==> src/rtl/oam_dma_mod.sv <==
// OAM DMA controller and CPU/system data-bus arbiter.
// A CPU write to the DMA register copies DMA_LEN bytes from {src,8'h00} into OAM while locking the CPU off the bus.
module oam_dma_mod #(
  parameter logic [15:0] OAM_BASE     = 16'hFE00,
  parameter int unsigned DMA_LEN      = 160,
  parameter logic [15:0] DMA_REG_ADDR = 16'hFF46
) (
  input  logic        clk,
  input  logic        nreset,
  input  logic [15:0] cpu_db_address,
  input  logic [7:0]  cpu_db_data_out,
  input  logic        cpu_db_nwrite,
  input  logic        cpu_db_nread,
  output logic [7:0]  cpu_db_data_in,
  output logic [15:0] db_address,
  output logic [7:0]  db_data_out,
  output logic        db_nwrite,
  output logic        db_nread,
  input  logic [7:0]  db_data_in,
  output logic        dma_active
);

  localparam int unsigned IDX_W    = 8;
  localparam logic [IDX_W-1:0] LAST_IDX = IDX_W'(DMA_LEN - 1);

  typedef enum logic [1:0] {
    ST_IDLE  = 2'd0,
    ST_START = 2'd1,
    ST_READ  = 2'd2,
    ST_WRITE = 2'd3
  } state_e;

  state_e           state_q, state_d;
  logic [IDX_W-1:0] idx_q, idx_d;
  logic [7:0]       dma_src_q, dma_src_d;
  logic [7:0]       src_hi_q, src_hi_d;
  logic [7:0]       data_buf_q, data_buf_d;
  logic             nwrite_prev_q;

  logic reg_hit;
  logic trigger;

  assign reg_hit = (cpu_db_address == DMA_REG_ADDR);
  // Falling edge of the CPU write strobe onto the DMA register; a held strobe fires once.
  assign trigger = reg_hit && !cpu_db_nwrite && nwrite_prev_q;

  always_ff @(posedge clk or negedge nreset) begin
    if (!nreset) begin
      state_q       <= ST_IDLE;
      idx_q         <= '0;
      dma_src_q     <= 8'h00;
      src_hi_q      <= 8'h00;
      data_buf_q    <= 8'h00;
      nwrite_prev_q <= 1'b1;
    end else begin
      state_q       <= state_d;
      idx_q         <= idx_d;
      dma_src_q     <= dma_src_d;
      src_hi_q      <= src_hi_d;
      data_buf_q    <= data_buf_d;
      nwrite_prev_q <= cpu_db_nwrite;
    end
  end

  // Next-state: transfer sequencing, with a trigger overriding any state.
  always_comb begin
    state_d    = state_q;
    idx_d      = idx_q;
    dma_src_d  = dma_src_q;
    src_hi_d   = src_hi_q;
    data_buf_d = data_buf_q;
    case (state_q)
      ST_START: state_d = ST_READ;
      ST_READ: begin
        state_d    = ST_WRITE;
        data_buf_d = db_data_in;
      end
      ST_WRITE: begin
        if (idx_q < LAST_IDX) begin
          state_d = ST_READ;
          idx_d   = idx_q + IDX_W'(1);
        end else begin
          state_d = ST_IDLE;
        end
      end
      default: state_d = ST_IDLE;
    endcase
    if (trigger) begin
      state_d   = ST_START;
      idx_d     = '0;
      dma_src_d = cpu_db_data_out;
      // Echo RAM (E000-FDFF) mirrors C000-DDFF.
      src_hi_d  = (cpu_db_data_out >= 8'hE0) ? (cpu_db_data_out - 8'h20) : cpu_db_data_out;
    end
  end

  // Bus mux: CPU pass-through in IDLE, DMA-owned bus otherwise.
  always_comb begin
    db_address     = cpu_db_address;
    db_data_out    = cpu_db_data_out;
    db_nwrite      = cpu_db_nwrite;
    db_nread       = cpu_db_nread;
    cpu_db_data_in = db_data_in;
    case (state_q)
      ST_IDLE: begin
        if (reg_hit) begin
          db_nwrite      = 1'b1;
          db_nread       = 1'b1;
          cpu_db_data_in = dma_src_q;
        end
      end
      ST_START: begin
        db_address     = 16'h0000;
        db_data_out    = 8'h00;
        db_nwrite      = 1'b1;
        db_nread       = 1'b1;
        cpu_db_data_in = reg_hit ? dma_src_q : 8'hFF;
      end
      ST_READ: begin
        db_address     = {src_hi_q, idx_q};
        db_data_out    = 8'h00;
        db_nwrite      = 1'b1;
        db_nread       = 1'b0;
        cpu_db_data_in = reg_hit ? dma_src_q : 8'hFF;
      end
      default: begin
        db_address     = OAM_BASE + 16'(idx_q);
        db_data_out    = data_buf_q;
        db_nwrite      = 1'b0;
        db_nread       = 1'b1;
        cpu_db_data_in = reg_hit ? dma_src_q : 8'hFF;
      end
    endcase
  end

  assign dma_active = (state_q != ST_IDLE);

endmodule

==> config.mk <==
export PLATFORM = sky130hd
export DESIGN_NAME = oam_dma_mod
export DESIGN_NICKNAME = d
export VERILOG_FILES = /design/src/rtl/oam_dma_mod.sv
export SDC_FILE = /design/constraint.sdc
export NUM_CORES = 1
export LEC_CHECK = 0
export BUFFER_PORTS_ARGS = -buffer_cell sky130_fd_sc_hd__buf_2
export CAP_MARGIN = 10
export CELL_PAD_IN_SITES_DETAIL_PLACEMENT = 0
export CELL_PAD_IN_SITES_GLOBAL_PLACEMENT = 1
export CORE_ASPECT_RATIO = 1.2
export CORE_MARGIN = 2
export CORE_UTILIZATION = 39
export DETAILED_ROUTE_END_ITERATION = 7
export GPL_TIMING_DRIVEN = 1
export MAX_ROUTING_LAYER = met4
export PLACE_DENSITY = 0.9
export SLEW_MARGIN = 20
export SYNTH_ARGS = -nofsm -noshare
export SYNTH_HDL_FRONTEND = slang
export SYNTH_SLANG_ARGS = --single-unit
==> constraint.sdc <==
create_clock -name clk -period 6.4 [get_ports clk]
set_input_delay 1.6 -clock clk [delete_from_list [all_inputs] [get_ports clk]]
set_output_delay 1.6 -clock clk [all_outputs]
set_load 0.03 [all_outputs]
# Yosys cells after proc, flatten, opt, wreduce, memory -nomap -nowiden
# Cells that the tools add are included.
# Widths: inputs -> output; s select.
totals:
  ff_bits: 35
  inputBits: 36
  output_inout_bits: 35
  word_cells: 40
op_classes:
  add_sub_neg: 3
  magnitude_cmp: 2
  n_eq_ne: 4
  n_mux: 16
  reduce_logical: 9
op_table:
  columns: ["op", "count"]
  rows:
  - ["$mux 8", 7]
  - ["$pmux 16 s3", 1]
  - ["$eq 16x16->1 const B", 1]
  - ["$pmux 8 s2", 1]
  - ["$add 10x9->11 const A", 1]
  - ["$add 8x1->8 const B", 1]
  - ["$ge 8x8->1 const B", 1]
  - ["$lt 8x8->1 const B", 1]
  - ["$sub 8x6->8 const B", 1]
  - ["$pmux 2 s3", 1]
  - ["$reduce_bool 2->1", 3]
  - ["$eq 2x2->1 const B", 2]
  - ["$mux 2", 2]
  - ["$pmux 1 s2", 2]
  - ["$eq 2x1->1 const B", 1]
  - ["$logic_and 1x1->1", 2]
  - ["$logic_not 2->1", 1]
  - ["$mux 1", 2]
  - ["$reduce_and 2->1", 1]
  - ["$reduce_or 2->1", 1]
  - ["$logic_not 1->1", 1]

# Longest topological paths before layout
depth:
  depth_word: 5
  depth_mapped: 7
  depth_no_buf: 5

# Worst setup path after synthesis
# OpenSTA, ideal clock, no wires.
synth_path:
  path_kind: "input to output"
  from: "input port cpu_db_address[3]"
  to: "output port db_nwrite"
  arrival_time_ns: 3.091
  t_required_ns: 4.800
  setup_slack_ns: 1.709
  cell_stages: 5
  n_path_buf: 2
  path_cell_list: "and4bb_1 nand4_2 buf_6 clkbuf_1 a211oi_1"
synth_via:
  elab_chain_cells: 3
synth_rtl:
  columns: ["item", "line", "text"]
  rows:
  - ["start: declaration", "10", "input logic [15:0] cpu_db_address,"]
  - ["$eq 16x16->1", "43", "assign reg_hit = (cpu_db_address == DMA_REG_ADDR);"]
  - ["$mux 1", "106", "if (reg_hit) begin"]
  - ["$pmux 1 s2", "104", "case (state_q)"]
  - ["end: declaration", "17", "output logic db_nwrite,"]
# Every way passes these cells.

# Final worst setup path
layout_path:
  from: "input port cpu_db_address[7]"
  to: "output port cpu_db_data_in[1]"
layout_via:
  elab_chain_cells: 3
  elab_cells_between_ends: 4
  cone_classes: "eq/ne (1); mux (3)"
layout_rtl:
  columns: ["item", "line", "text"]
  rows:
  - ["$eq 16x16->1 *", "43", null]
  - ["$mux 8 (on tied branches)", null, null]
  - ["$mux 8 *", null, null]
  - ["end: declaration", "14", "output logic [7:0] cpu_db_data_in,"]
# Mark *: on every way between the ends. The rest lies on a longest branch, timed or not.

==> impl_metrics.json <==
{
  "grt_use_total": 0.200,
  "crit_type": "input pin to output pin",
  "cap_viol_max_count": 0,
  "internal-power_uw": 561,
  "vias_per_cell": 5.51,
  "slowest_stage": "nand4_2",
  "syn_inst": 177,
  "cts.sinks": 30,
  "drv_slew": 0,
  "cts_setup_buffers": 0,
  "pwr-share-comb": 0.612,
  "numPortBuffers": 70,
  "core-area_um2": 4530,
  "die_w_um": 66.4,
  "post-dp-hpwl_um": 3450,
  "synth_top_family_by_area": "compound AO/OA/AOI/OAI gates",
  "final_common_cell": "buf_2",
  "grt_overflow": 0,
  "layout.nets": 285,
  "outcome": "complete, no violations",
  "p_sw_frac": 0.494,
  "setup_slack_ns": 1.75,
  "critPathLaunchType": "input pin",
  "finalSetupTns_ns": 0,
  "cts_max_level": 2,
  "seqPwrFrac": 0.219,
  "grt_max_degree": 31,
  "synthXorXnorAreaFrac": 0.0144,
  "final_cell_mix": "buf_2, dfrtp_1, nor2_1, inv_1, mux2_2",
  "synth-compound-area-share": 0.203,
  "hold_depth": 1,
  "vias": 1665,
  "crit_path_max_incr_delay_ns": 0.45,
  "fp-row-count": 27,
  "min_to": "data_buf_q[3]",
  "p_leak_nw": 1.20,
  "min_period_over_period": 0.726,
  "fill_cells": 446,
  "antenna_found_initial": 0,
  "worstPathArrival_ns": 3.05,
  "syn_area_um2": 1820,
  "p_switching_uw": 548,
  "first_pass_iters": 4,
  "rsz0062_at_grt": "false",
  "syn_area_per_cell_um2": 10.3,
  "synth-simple-area-share": 0.133,
  "hold_class": "register to register",
  "r2r_slack_ns": 3.88,
  "wire_per_inst_um": 15.9,
  "path_cells": "buf_2, and4b_2, nand4_2, a31oi_1, buf_2",
  "worst_pin_slew_ns": 0.953,
  "drive_above_1_share": 0.443,
  "r2r_cells": 4,
  "start_util": 0.402,
  "dieHeight_um": 78.9,
  "finalCriticalPeriod_ns": 4.65,
  "rr_endpoint": "idx_q[5]",
  "final_area_um2": 2300,
  "r2r_start": "state_q[1]",
  "synth_edf_count": 0,
  "clkTransAtPathRegs_ns": 0.07,
  "cts_hold_buf": 0,
  "cts_resized": 0,
  "drc": 0,
  "fin_skew_ns": 0.00610,
  "clkPwrFrac": 0.168,
  "drt-total-wl_um": 4810,
  "clk_path_buf_depth": 2,
  "area_growth_pct": 26.4,
  "io_pins": 71,
  "synthArstFlopShare": 1.00,
  "hp-start": "data_buf_q[3]",
  "final_util": 0.509,
  "place_area_um2": 2190,
  "grt_pass1_wl_um": 7770,
  "relSlewSlack": 0.364,
  "max_freq_ghz": 0.215,
  "cts-root-buf": "clkbuf_8",
  "crit_fanout": 20,
  "cellPowerDensity_nw_per_um2": 481,
  "required_ns": 4.80,
  "final_hold_viol_count": 0,
  "critPathMostFrequentCell": "buf_2",
  "setup_violations": 0,
  "dp_slack_ns": 1.73,
  "cts_tree": "done",
  "yosys_warnings": 0,
  "synth-seq-area-share": 0.413,
  "drtIter0Drc": 51,
  "finalPower_mw": 1.11,
  "max-vdd-ir-drop_v": 0.000236,
  "antenna_left": 0,
  "antenna_cells": 0,
  "syn-num-nets": 219,
  "grt_pass1_vias": 1563,
  "synth-seq-cells": 30,
  "synthAdderAreaFrac": 0.0412,
  "routabilityCongestion": 0.825,
  "worstSkewPairLatency_ns": 0.28,
  "synthMuxAreaShare": 0.131,
  "netlist-cell-type-count": 41,
  "end_kind": "output pin",
  "die_area_um2": 5240,
  "synth_flop_cell": "dfrtp_1",
  "cts_buffers": 5
}
[stage by stage]
| step | instances | hold WS [ns] |
|---|---|---|
| after floorplan | 177 | 0.481 |
| after global placement | 294 | 0.491 |
| after detailed placement | 294 | 0.497 |
| after CTS | 302 | 0.515 |
| after global routing | 302 | 0.530 |
| final | 302 | 0.512 |
[Yosys cell counts (2+ instances only)]
| cell | count | area, µm² |
|---|---|---|
| o31ai_1 | 2 | 15.0 |
| a22oi_1 | 2 | 15.0 |
| xnor2_1 | 2 | 17.5 |
| a31oi_1 | 10 | 62.6 |
| clkbuf_1 | 9 | 33.8 |
| dfrtp_1 | 29 | 726 |
| o21ai_0 | 3 | 15.0 |
| mux2_2 | 15 | 169 |
| nand4_1 | 2 | 12.5 |
| ha_1 | 6 | 75.1 |
| a221o_1 | 7 | 70.1 |
| nand2_1 | 5 | 18.8 |
| a22o_1 | 14 | 123 |
| nor3_1 | 2 | 10.0 |
| a21oi_1 | 5 | 25.0 |
| buf_6 | 2 | 22.5 |
| inv_1 | 15 | 56.3 |
| nand3_1 | 2 | 10.0 |
| nor2_1 | 20 | 75.1 |
| mux2_4 | 4 | 60.1 |
[registers in the layout, summed over array words and instances, names as in the netlist]
name and count:
data_buf_q 8, state_q 2, src_hi_q 3, nwrite_prev_q 1
dma_src_q 8, idx_q 8
[cell families (layout without fill, tap and decap cells)]
group,after synthesis,in the layout
fa+ha+maj,6,6
buf+inv,27,94
mux,20,20
flops,30,30
compound gates,48,48
xor+xnor,3,3
simple gates,43,43
[critical path: cells and delay by family]
kind                   cells  cell delay (ns)
buffers and inverters      2             0.34
AOI/OAI and AO/OA          1             0.36
and+or+nand+nor            2             0.74
[metal layers]
layer	routed length (µm)	up-vias	global-route usage
met5	0	-	-
met4	107	0	0.0755
met3	220	7	0.0467
met2	2460	49	0.302
met1	2030	821	0.261
li1	-	788	-
[worst max path at each step]
stage / startpoint / to / cells after the start / slack [ns]
after floorplan: cpu_db_address[3] / db_nwrite / 5 / 1.71
after global placement: cpu_db_address[7] / db_nwrite / 5 / 1.75
after detailed placement: cpu_db_address[7] / db_nwrite / 5 / 1.73
after CTS: cpu_db_address[7] / db_nwrite / 5 / 1.73
after global routing: cpu_db_address[7] / cpu_db_data_in[0] / 5 / 1.64
final: cpu_db_address[7] / cpu_db_data_in[1] / 5 / 1.75
[power groups by stage]
stage                     registers (mW)  clock network (mW)  logic, mW
after floorplan                    0.241                   0      0.508
after global placement             0.245                   0      0.680
after detailed placement           0.247                   0      0.684
after CTS                          0.243               0.189      0.686
after global routing               0.247               0.199      0.727
final                              0.243               0.186      0.679
[final cells by class]
type | instances | area [µm²] | area share
Multi-Input combinational cell | 120 | 955 | 0.415
Clock buffer | 5 | 68.8 | 0.0299
Inverter | 15 | 56.3 | 0.0245
Timing Repair Buffer | 71 | 358 | 0.155
Tap cell | 58 | 72.6 | 0.0315
Sequential cell | 30 | 752 | 0.327
Clock inverter | 3 | 40.0 | 0.0174
No activity file was read; power rests on OpenSTA's default activity.
